===== src/rtl/io_seg7_scan.sv =====
// Seven-segment display scanner. It snapshots the digit values, decimal
// points and enables once per frame. It then shows one digit per slot, and
// each slot opens with a short all-dark blank so the previous digit does
// not ghost onto the next one. All pin outputs are registered.
module io_seg7_scan #(
  parameter int DIGITS     = 8,
  parameter int PRESCALE   = 50000,
  parameter int BLANK      = 64,
  parameter int ACTIVE_LOW = 1
) (
  input  logic                  clk,
  input  logic                  resetn,
  input  logic [4*DIGITS-1:0]   value,
  input  logic [DIGITS-1:0]     dp,
  input  logic [DIGITS-1:0]     digit_en,
  output logic [6:0]            seg,
  output logic                  seg_dp,
  output logic [DIGITS-1:0]     an,
  output logic                  frame_start
);

  localparam int CNT_W = (PRESCALE > 1) ? $clog2(PRESCALE) : 1;
  localparam int IDX_W = (DIGITS > 1) ? $clog2(DIGITS) : 1;
  localparam logic POL = (ACTIVE_LOW != 0);
  localparam logic [6:0]        SEG_OFF = {7{POL}};
  localparam logic [DIGITS-1:0] AN_OFF  = {DIGITS{POL}};

  logic [CNT_W-1:0]    cnt_q, cnt_d;
  logic [IDX_W-1:0]    idx_q, idx_d;
  logic [4*DIGITS-1:0] value_q;
  logic [DIGITS-1:0]   dp_q, en_q;
  logic [6:0]          seg_q, seg_d;
  logic                seg_dp_q, seg_dp_d;
  logic [DIGITS-1:0]   an_q, an_d;
  logic                fs_q;
  logic                cnt_wrap, load, drive;
  logic [3:0]          nib;
  logic [6:0]          dec;

  assign cnt_wrap = (cnt_q == CNT_W'(PRESCALE - 1));
  assign load     = cnt_wrap && (idx_q == IDX_W'(DIGITS - 1));

  // Next slot position: cnt free-runs per slot, idx steps on each cnt wrap.
  always_comb begin
    cnt_d = cnt_q + 1'b1;
    idx_d = idx_q;
    if (cnt_wrap) begin
      cnt_d = '0;
      idx_d = (idx_q == IDX_W'(DIGITS - 1)) ? '0 : idx_q + 1'b1;
    end
  end

  // Slot position registers.
  always_ff @(posedge clk or negedge resetn) begin
    if (!resetn) begin
      cnt_q <= '0;
      idx_q <= '0;
    end else begin
      cnt_q <= cnt_d;
      idx_q <= idx_d;
    end
  end

  // Frame snapshot. It is taken only on the last cycle of the last slot, so
  // a CPU write never tears a frame.
  always_ff @(posedge clk or negedge resetn) begin
    if (!resetn) begin
      value_q <= '0;
      dp_q    <= '0;
      en_q    <= '0;
    end else if (load) begin
      value_q <= value;
      dp_q    <= dp;
      en_q    <= digit_en;
    end
  end

  // Pick the current digit nibble and decode it to active-high segments a..g.
  always_comb begin
    nib = value_q[{idx_q, 2'b00} +: 4];
    dec = 7'h00;
    case (nib)
      4'h0: dec = 7'h3F;
      4'h1: dec = 7'h06;
      4'h2: dec = 7'h5B;
      4'h3: dec = 7'h4F;
      4'h4: dec = 7'h66;
      4'h5: dec = 7'h6D;
      4'h6: dec = 7'h7D;
      4'h7: dec = 7'h07;
      4'h8: dec = 7'h7F;
      4'h9: dec = 7'h6F;
      4'hA: dec = 7'h77;
      4'hB: dec = 7'h7C;
      4'hC: dec = 7'h39;
      4'hD: dec = 7'h5E;
      4'hE: dec = 7'h79;
      4'hF: dec = 7'h71;
      default: dec = 7'h00;
    endcase
  end

  // Build the pin values. Blank or disabled slots drive everything inactive.
  always_comb begin
    drive    = (cnt_q >= CNT_W'(BLANK)) && en_q[idx_q];
    seg_d    = SEG_OFF;
    seg_dp_d = POL;
    an_d     = '0;
    if (drive) begin
      an_d[idx_q] = 1'b1;
      seg_d       = dec ^ SEG_OFF;
      seg_dp_d    = dp_q[idx_q] ^ POL;
    end
    an_d = an_d ^ AN_OFF;
  end

  // Output registers. They go inactive on reset without waiting for a clock.
  always_ff @(posedge clk or negedge resetn) begin
    if (!resetn) begin
      seg_q    <= SEG_OFF;
      seg_dp_q <= POL;
      an_q     <= AN_OFF;
      fs_q     <= 1'b0;
    end else begin
      seg_q    <= seg_d;
      seg_dp_q <= seg_dp_d;
      an_q     <= an_d;
      fs_q     <= load;
    end
  end

  assign seg         = seg_q;
  assign seg_dp      = seg_dp_q;
  assign an          = an_q;
  assign frame_start = fs_q;

endmodule


===== config.mk =====
export PLATFORM = sky130hd
export DESIGN_NAME = io_seg7_scan
export DESIGN_NICKNAME = d
export VERILOG_FILES = /design/src/rtl/io_seg7_scan.sv
export SDC_FILE = /design/constraint.sdc
export NUM_CORES = 1
export LEC_CHECK = 0
export CORE_ASPECT_RATIO = 2
export CORE_MARGIN = 8
export CORE_UTILIZATION = 35
export CTS_CLUSTER_SIZE = 24
export DETAILED_ROUTE_END_ITERATION = 8
export SETUP_SLACK_MARGIN = 0.4
export SLEW_MARGIN = 20
export SYNTH_ARGS = -nofsm -noshare
export SYNTH_HDL_FRONTEND = slang
export SYNTH_SLANG_ARGS = --single-unit

===== constraint.sdc =====
create_clock -name clk -period 3.5 [get_ports clk]
set_input_delay 0.7 -clock clk [delete_from_list [all_inputs] [get_ports clk]]
set_output_delay 0.7 -clock clk [all_outputs]
set_load 0.05 [all_outputs]

==> run summary, run 1 <==
Post-Place Setup Slack: 0.856 ns
Crit-path cells: buf_4, a21oi_1, a2111oi_2, buf_4, inv_1, ha_1, mux4_2, nand2b_1
Worst IR drop on VDD: 0.274 mV
Num CTS Buffers: 9
Reg2reg start: idx_q[0]
DP HPWL: 5670 µm
Area Overhead vs Synth: 27.1%
Boundary Pins: 67
Post-synth ARST share: 100%
Unrepaired setup endpoints after global routing: false
PD cells: 403 nW/µm²
Post-CTS setup buffers: 0
Clock skew: 0.00698 ns
Final worst slack: 0.874 ns
Core area: 11600 µm²
R2R depth: 8
Grt ovf: 0
Post-cts gate resize count: 0
CTS H-Tree Depth: 3
CP max-delay cell: dfrtp_1
CTS Root Cell: clkbuf_16
Crit Path Class: flop to flop
Remaining antenna violation count: 0
Leakage power: 2.26 nW
Syn Nets: 374
I/O Buffers: 66
CP bufs+invs: 3
Die Y: 169 µm
Routed len/inst: 15.0 µm
Fin crit period: 2.63 ns
CP Launch Type: flop
DR pass1 iterations: 4
Crit path DAT: 2.89 ns
R2R Setup Slk: 0.87 ns
Hold Path Class: input port to asynchronous set/reset pin
Total number of vias: 2569
Cell family with most CP delay: flip-flops
Synth Area per Inst: 13.0 µm²
Synth area leader: dfrtp_1
CTS tree: done
Max incr delay on CP: 0.64 ns
Synth top area cells: dfrtp_1, mux2_4, dfstp_2
Relative slew slack: 51.5%
Hold Fails Final Rpt: 0
Die W: 92.4 µm
Hold-fix buffers, CTS: 0
Final Slew Violations: 0
Ant diodes: 0
Die area: 15600 µm²
Global-route wire length before repair: 13600 µm
FF-to-FF End: seg[3]
Total chip power: 2.09 mW
Setup TNS: 0 ns
Max Cap Viol: 0
Clk slew on worst S/H paths: 0.06 ns
GP Congestion: 0.782
Ratio of cells with drive above 1 in the final layout: 26.8%
Vias in the first global route: 2739
Unique masters post-synth: 51
Worst setup EP type: flop
Fin nets: 443
Top cells by count, synth: dfrtp_1, mux2_4, mux2_2
Detailed Route WL: 8010 µm
DRC viols: 0
CTS sink cnt: 84
Routed vias/inst: 4.82
Worst Path Max Fanout: 23
Worst endpoint required time: 3.77 ns
GRT Total Usage: 10.8%
Worst-margin pin slew: 0.728 ns
Drt initial violations: 101
Seq cells post-synth: 84
Final setup vio count: 0
Post-synth EDFFs: 0
Fillers: 1102
Status: completed
Largest net degree at the start of global routing: 85
Clock buffer depth: 2
Area share of the largest cell type after synthesis: 41.7%
Synth warnings: 0
Row count: 56
Fin crit share: 75.0%
Initial Util: 35.3%
FMAX: 381 MHz
Gate Count Post-Synth: 314
CP most frequent cell: buf_4
Primary FF master, synth: dfrtp_1
Clock latency on the worst-skew pair: 0.34 ns
Mapped Area: 4080 µm²
Initial antenna violation count: 0
Most frequent cell after synthesis: dfrtp_1
Seq/Total Area, Yosys: 52.0%
through the flow:
step	std cells	hold slack, ns	instance area, µm²	utilization (%)
floorplan	314	0.404	4080	-
global placement	517	0.463	4890	42.3
detailed placement	517	0.479	4890	42.3
CTS	533	0.491	5190	44.9
global route	533	0.475	5190	44.9
finish	533	0.403	5190	44.9
sequential cells by signal, summed over array words and instances, names as in the netlist:
| register | count |
|---|---|
| frame_start | 1 |
| seg_dp | 1 |
| en_q | 8 |
| dp_q | 8 |
| cnt_q | 16 |
| an | 8 |
| seg | 7 |
| value_q | 32 |
| idx_q | 3 |
placed cells by master, fill, tap and decap left out, types with 6 or more instances in the layout:
| cell | Yosys | routed |
|---|---|---|
| nand2_1 | 18 | 17 |
| mux2_2 | 21 | 21 |
| inv_1 | 6 | 6 |
| buf_4 | 1 | 9 |
| nor2_1 | 14 | 14 |
| clkbuf_16 | 0 | 9 |
| mux2_4 | 30 | 30 |
| nor3_1 | 6 | 6 |
| dfstp_2 | 16 | 16 |
| dfrtp_1 | 68 | 68 |
| mux2i_1 | 15 | 15 |
| clkdlybuf4s50_1 | 0 | 65 |
| xor2_1 | 9 | 9 |
| ha_1 | 10 | 10 |
| o21ai_0 | 7 | 7 |
| nand3_1 | 13 | 13 |
metal layers:
metal / track usage [%] / part of all wire, %
met1: 14.6 / 49
met2: 15.1 / 43
met3: 4.08 / 6.8
met4: 4.24 / 1.6
met5: 0 / 0
worst max-delay path by stage:
stage | from | end | slack [ns] | cells after the start
final | idx_q[0] | seg[3] | 0.87 | 8
after global routing | idx_q[0] | seg[3] | 0.72 | 8
after CTS | idx_q[0] | seg[3] | 0.84 | 8
after detailed placement | idx_q[0] | seg[3] | 0.86 | 8
after global placement | idx_q[0] | seg[3] | 0.92 | 8
after floorplan | idx_q[0] | seg[3] | 0.86 | 8
area by class of cell:
class                      instances  area [µm²]  area share [%]
tap                              145         181            3.50
inverter                           7        26.3           0.506
clock buffer                      13         280            5.40
sequential                        84        2120            40.9
timing repair buffer              75         729            14.1
clock inverter                     3        18.8           0.362
multi-input combinational        206        1830            35.3
kinds of logic after synthesis:
kind of cell	count (synthesis)	share of synthesized area (%)
mux	70	22.7
simple gates	86	11.5
compound gates	27	4.72
xor+xnor	13	2.79
flops	84	52.0
fa+ha+maj	10	3.06
buf+inv	24	3.22
where the power goes:
part	switching [mW]	internal, mW	leakage [nW]
logic	0.0524	0.0969	1.12
registers	0.0171	1.00	0.990
clock network	0.367	0.557	0.152
worst reg2reg max path, delay by kind of cell (launching register included):
family | cells | cell delay (ns)
flip-flops | 1 | 0.64
AO/OA/AOI/OAI | 2 | 0.42
buffers and inverters | 3 | 0.62
AND/OR/NAND/NOR | 1 | 0.15
adder cells (fa/ha/maj) | 1 | 0.26
multiplexers | 1 | 0.47
No activity file was read; power rests on OpenSTA's default activity.
==> run 2: changes to the inputs <==
- clock period: 3.5 -> 2.1 ns (I/O delays scaled with it)
==> run 2 against run 1 <==
The flow now finishes with violations (negative setup slack). Count of clock-buffer cells in the layout decreased by 1. Setup slack lost 0.97 ns. Global-route usage grew 1.1 points. Highest routed layer unchanged.
==> run summary, run 2 (synthesis gave the netlist of run 1 again) <==
Row count: 56
Die Y: 169 µm
GP Congestion: 0.771
Fin crit share: 105%
CTS tree: done
Routed vias/inst: 4.77
Violated checks: negative setup slack
DP HPWL: 6210 µm
FF-to-FF End: seg[3]
Reg2reg start: idx_q[2]
Hold Path Class: input port to asynchronous set/reset pin
Max Cap Viol: 0
Worst IR drop on VDD: 0.421 mV
Top reg by flops: value_q
Cell family with most CP delay: compound AO/OA/AOI/OAI gates
Setup TNS: -1.71 ns
Area Overhead vs Synth: 52.7%
Total number of vias: 2860
I/O Buffers: 66
Routed length on met2: 4380 µm
M1 WL: 4580 µm
Most common cell after layout, fill and taps aside: dfrtp_1
Max incr delay on CP: 0.44 ns
Die area: 15600 µm²
Final worst slack: -0.101 ns
CP max-delay cell: dfrtp_2
DR pass1 iterations: 4
CTS H-Tree Depth: 3
Worst-margin pin slew: 0.490 ns
Boundary Pins: 67
Unrepaired setup endpoints after global routing: true
Vias in the first global route: 2969
DRC viols: 0
Worst endpoint required time: 2.37 ns
Ratio of cells with drive above 1 in the final layout: 50.4%
Ant diodes: 0
Fin nets: 509
Max layer used: met4
Largest net degree at the start of global routing: 44
Crit path DAT: 2.47 ns
Clock latency on the worst-skew pair: 0.34 ns
Final Slew Violations: 0
Global-route wire length before repair: 14900 µm
Worst Path Max Fanout: 5
Detailed Route WL: 9570 µm
Largest register FFs: 32
CTS sink cnt: 84
Clock buffer depth: 2
Die W: 92.4 µm
Initial antenna violation count: 0
WL met3: 478 µm
CP bufs+invs: 3
Crit Path Class: flop to flop
Biggest regs: value_q: 32 flops, cnt_q: 16 flops
R2R depth: 9
R2R Setup Slk: -0.10 ns
Clock skew: 0.00715 ns
CP Launch Type: flop
Final setup vio count: 48
Initial Util: 35.3%
FMAX: 454 MHz
Crit-path cells: buf_6, nand3_2, a21boi_2, buf_4, a2111oi_4, inv_2, ha_2, mux4_2, nand2b_4
Worst setup EP type: flop
Core Util, Final: 53.9%
CTS Root Cell: clkbuf_16
Fin crit period: 2.20 ns
Leading cell types in the layout, fill and taps excluded: dfrtp_1, clkdlybuf4s50_1, buf_4
GRT Total Usage: 11.9%
Remaining antenna violation count: 0
Relative slew slack: 67.5%
Num CTS Buffers: 9
Routed len/inst: 16.0 µm
Core area: 11600 µm²
Drt initial violations: 75
Clk slew on worst S/H paths: 0.06 ns
PD cells: 573 nW/µm²
Hold Fails Final Rpt: 0
Leakage power: 2.71 nW
Grt ovf: 0
Status: finished with violations
==> run 2: metrics by stage <==
stage               total power, mW  hold WS [ns]  setup WS (ns)  cells  cell area [µm²]
finish                         3.57         0.449         -0.101    599             6230
global route                   3.72         0.461         -0.182    599             6230
CTS                            3.59         0.445        -0.0770    581             5770
detailed placement             1.99         0.255         -0.173    551             5190
global placement               1.99         0.258         -0.145    551             5190
floorplan                      1.82         0.124         -0.227    314             4160
==> run 2: layout make-up <==
cell class,count,area (µm²)
well taps,145,181
flip-flops and latches,84,2120
clock buffers,12,246
multi-input cells,207,2180
fillers,988,5330
repair buffers,140,1420
clock inverters,4,48.8
inverters,7,28.8
==> run 2: worst register-to-register path, stage by stage, from the launching register on <==
cell and delay, ns:
dfrtp_2 0.44, buf_6 0.13, nand3_2 0.07, a21boi_2 0.05, buf_4 0.13, a2111oi_4 0.43
inv_2 0.11, ha_2 0.20, mux4_2 0.44, nand2b_4 0.14
==> run 2: how the worst max path moves through the flow <==
stage / from / end / slack, ns / cells after the start
global placement: idx_q[2] / seg[3] / -0.14 / 8
floorplan: idx_q[0] / seg[3] / -0.23 / 8
global route: idx_q[2] / seg[3] / -0.18 / 9
detailed placement: idx_q[2] / seg[3] / -0.17 / 8
CTS: idx_q[0] / seg[3] / -0.08 / 8
finish: idx_q[2] / seg[3] / -0.10 / 9
==> run 2: what timing repair did <==
action,4_1_cts,5_1_grt
hold buffers,1,0
gates cloned,2,5
setup buffers,11,13
setup endpoints to repair,90,77
pin swaps,14,13
gates resized for setup,75,59
hold endpoints to repair,2,0
==> run 2: where the power goes <==
part	total [mW]	switching, mW	internal, mW
clock network	1.57	0.622	0.950
logic	0.307	0.108	0.199
registers	1.69	0.0281	1.67
==> run 2: per-layer routing <==
layer	vias up	GRT usage (%)
li1	1393	-
met1	1381	16.3
met2	76	17.0
met3	10	3.82
met4	0	4.80
met5	-	0
==> run 3: changes to the inputs <==
- CORE_MARGIN: 8 -> not set
- PLACE_DENSITY: not set -> 0.55
==> run 3 against run 2 <==
The run still ends with negative setup slack left. Sequential power about the same. Global-route usage up 5.6 points. Clock skew up 0.0025 ns. Via count up 1.3%. Sequential cell count unchanged. Core utilization down 0.78 points. Wire length up 2.4%.
==> run summary, run 3 (synthesis gave the netlist of run 1 again) <==
Die W: 78.4 µm
Most common cell after layout, fill and taps aside: dfrtp_1
Final worst slack: -0.121 ns
Clock buffer depth: 2
Routed vias/inst: 4.98
Core Util, Final: 53.1%
Core area: 11400 µm²
CTS tree: done
Routed len/inst: 16.8 µm
FMAX: 450 MHz
Row count: 55
Final setup vio count: 53
PD cells: 588 nW/µm²
Worst IR drop on VDD: 0.435 mV
Largest net degree at the start of global routing: 38
Leading cell types in the layout, fill and taps excluded: dfrtp_1, clkdlybuf4s50_1, buf_4
Largest register FFs: 32
Clock skew: 0.00968 ns
Worst setup EP type: flop
Hold Fails Final Rpt: 0
Worst endpoint required time: 2.37 ns
DR pass1 iterations: 4
Worst-margin pin slew: 0.594 ns
CTS H-Tree Depth: 3
Crit path DAT: 2.49 ns
Max Cap Viol: 0
Clock latency on the worst-skew pair: 0.34 ns
Vias in the first global route: 3072
CTS sink cnt: 84
Status: finished with violations
CP max-delay cell: dfrtp_2
Violated checks: negative setup slack
Worst Path Max Fanout: 5
Num CTS Buffers: 9
Die Y: 155 µm
Crit Path Class: flop to flop
Ant diodes: 0
DRC viols: 0
I/O Buffers: 66
R2R Setup Slk: -0.12 ns
Clk slew on worst S/H paths: 0.06 ns
Die area: 12100 µm²
Drt initial violations: 130
GRT Total Usage: 17.6%
Relative slew slack: 60.1%
Area Overhead vs Synth: 47.8%
Final hold slack: 0.0118 ns
Max incr delay on CP: 0.45 ns
Initial Util: 36.0%
Detailed Route WL: 9800 µm
Fin crit share: 106%
GP Congestion: 0.823
Hold Path Class: input port to asynchronous set/reset pin
Post-Place Setup Slack: -0.164 ns
DP HPWL: 6560 µm
Remaining antenna violation count: 0
Unrepaired setup endpoints after global routing: true
Total number of vias: 2896
Grt ovf: 0
Boundary Pins: 67
Ratio of cells with drive above 1 in the final layout: 46.6%
Hold-fix buffers, CTS: 0
Fillers: 992
Crit-path cells: buf_6, buf_4, clkinv_1, nor3_2, a2111oi_4, inv_1, ha_2, mux4_2, nand2b_4
Final Slew Violations: 0
Initial antenna violation count: 0
Leakage power: 2.66 nW
CP Launch Type: flop
Global-route wire length before repair: 15800 µm
CTS Root Cell: clkbuf_16
Top reg by flops: value_q
Fin crit period: 2.22 ns
Biggest regs: value_q: 32 flops, cnt_q: 16 flops
Fin nets: 495
run 3: final timing paths:
check                      depth (start not counted)   endpoint      from
max                                                9     seg[3]  idx_q[2]
min                                                1  cnt_q[14]    resetn
max reg2reg                                        9     seg[3]  idx_q[2]
min reg2reg                                        1    en_q[0]   en_q[0]
max in group asynchronous                          2      an[0]    resetn
min in group clk                                   1    en_q[0]   en_q[0]
run 3: where the power goes:
part | switching, mW | leakage [nW] | total (mW) | internal, mW
Sequential | 0.0310 | 0.985 | 1.70 | 1.67
Combinational | 0.110 | 1.54 | 0.305 | 0.195
Clock | 0.628 | 0.133 | 1.55 | 0.921
run 3: final cells by class:
type                    instances  area, µm²  share of cell area [%]
clock buffers                  12        236                    3.92
clock inverters                 4       50.0                   0.829
inverters                       7       26.3                   0.435
multi-input cells             207       2090                    34.7
flip-flops and latches         84       2130                    35.2
well taps                     142        178                    2.94
repair buffers                126       1320                    21.9
run 3: through the flow:
stage	std cells	cell area [µm²]	TNS [ns]	total power [mW]
2_1_floorplan	314	4160	-3.87	1.82
3_3_place_gp	540	5140	-0.131	2.00
3_5_place_dp	540	5140	-0.313	2.00
4_1_cts	574	5830	-1.79	3.59
5_1_grt	582	6030	-5.81	3.70
6_report	582	6030	-2.31	3.55
run 3: critical path, delay by kind of cell, from the launching register on:
family,cells,cell delay [ns]
compound gates,1,0.39
fa+ha+maj,1,0.21
buf+inv,4,0.44
flops,1,0.45
mux,1,0.45
simple gates,2,0.21
run 3: layer usage:
layer  up-vias  share of wire [%]  global-route usage (%)
met3        17                2.3                    4.13
met1      1460                 36                    18.0
li1       1367                  -                       -
met2        52                 59                    33.1
met4         0                2.5                    7.41
met5         -                  0                       0
run 3: timing repair:
action / in CTS / in global routing
gates resized for setup: 98 / 31
gates cloned: 3 / 1
setup buffers: 15 / 7
pin swaps: 15 / 8
endpoints found under the setup margin: 93 / 77
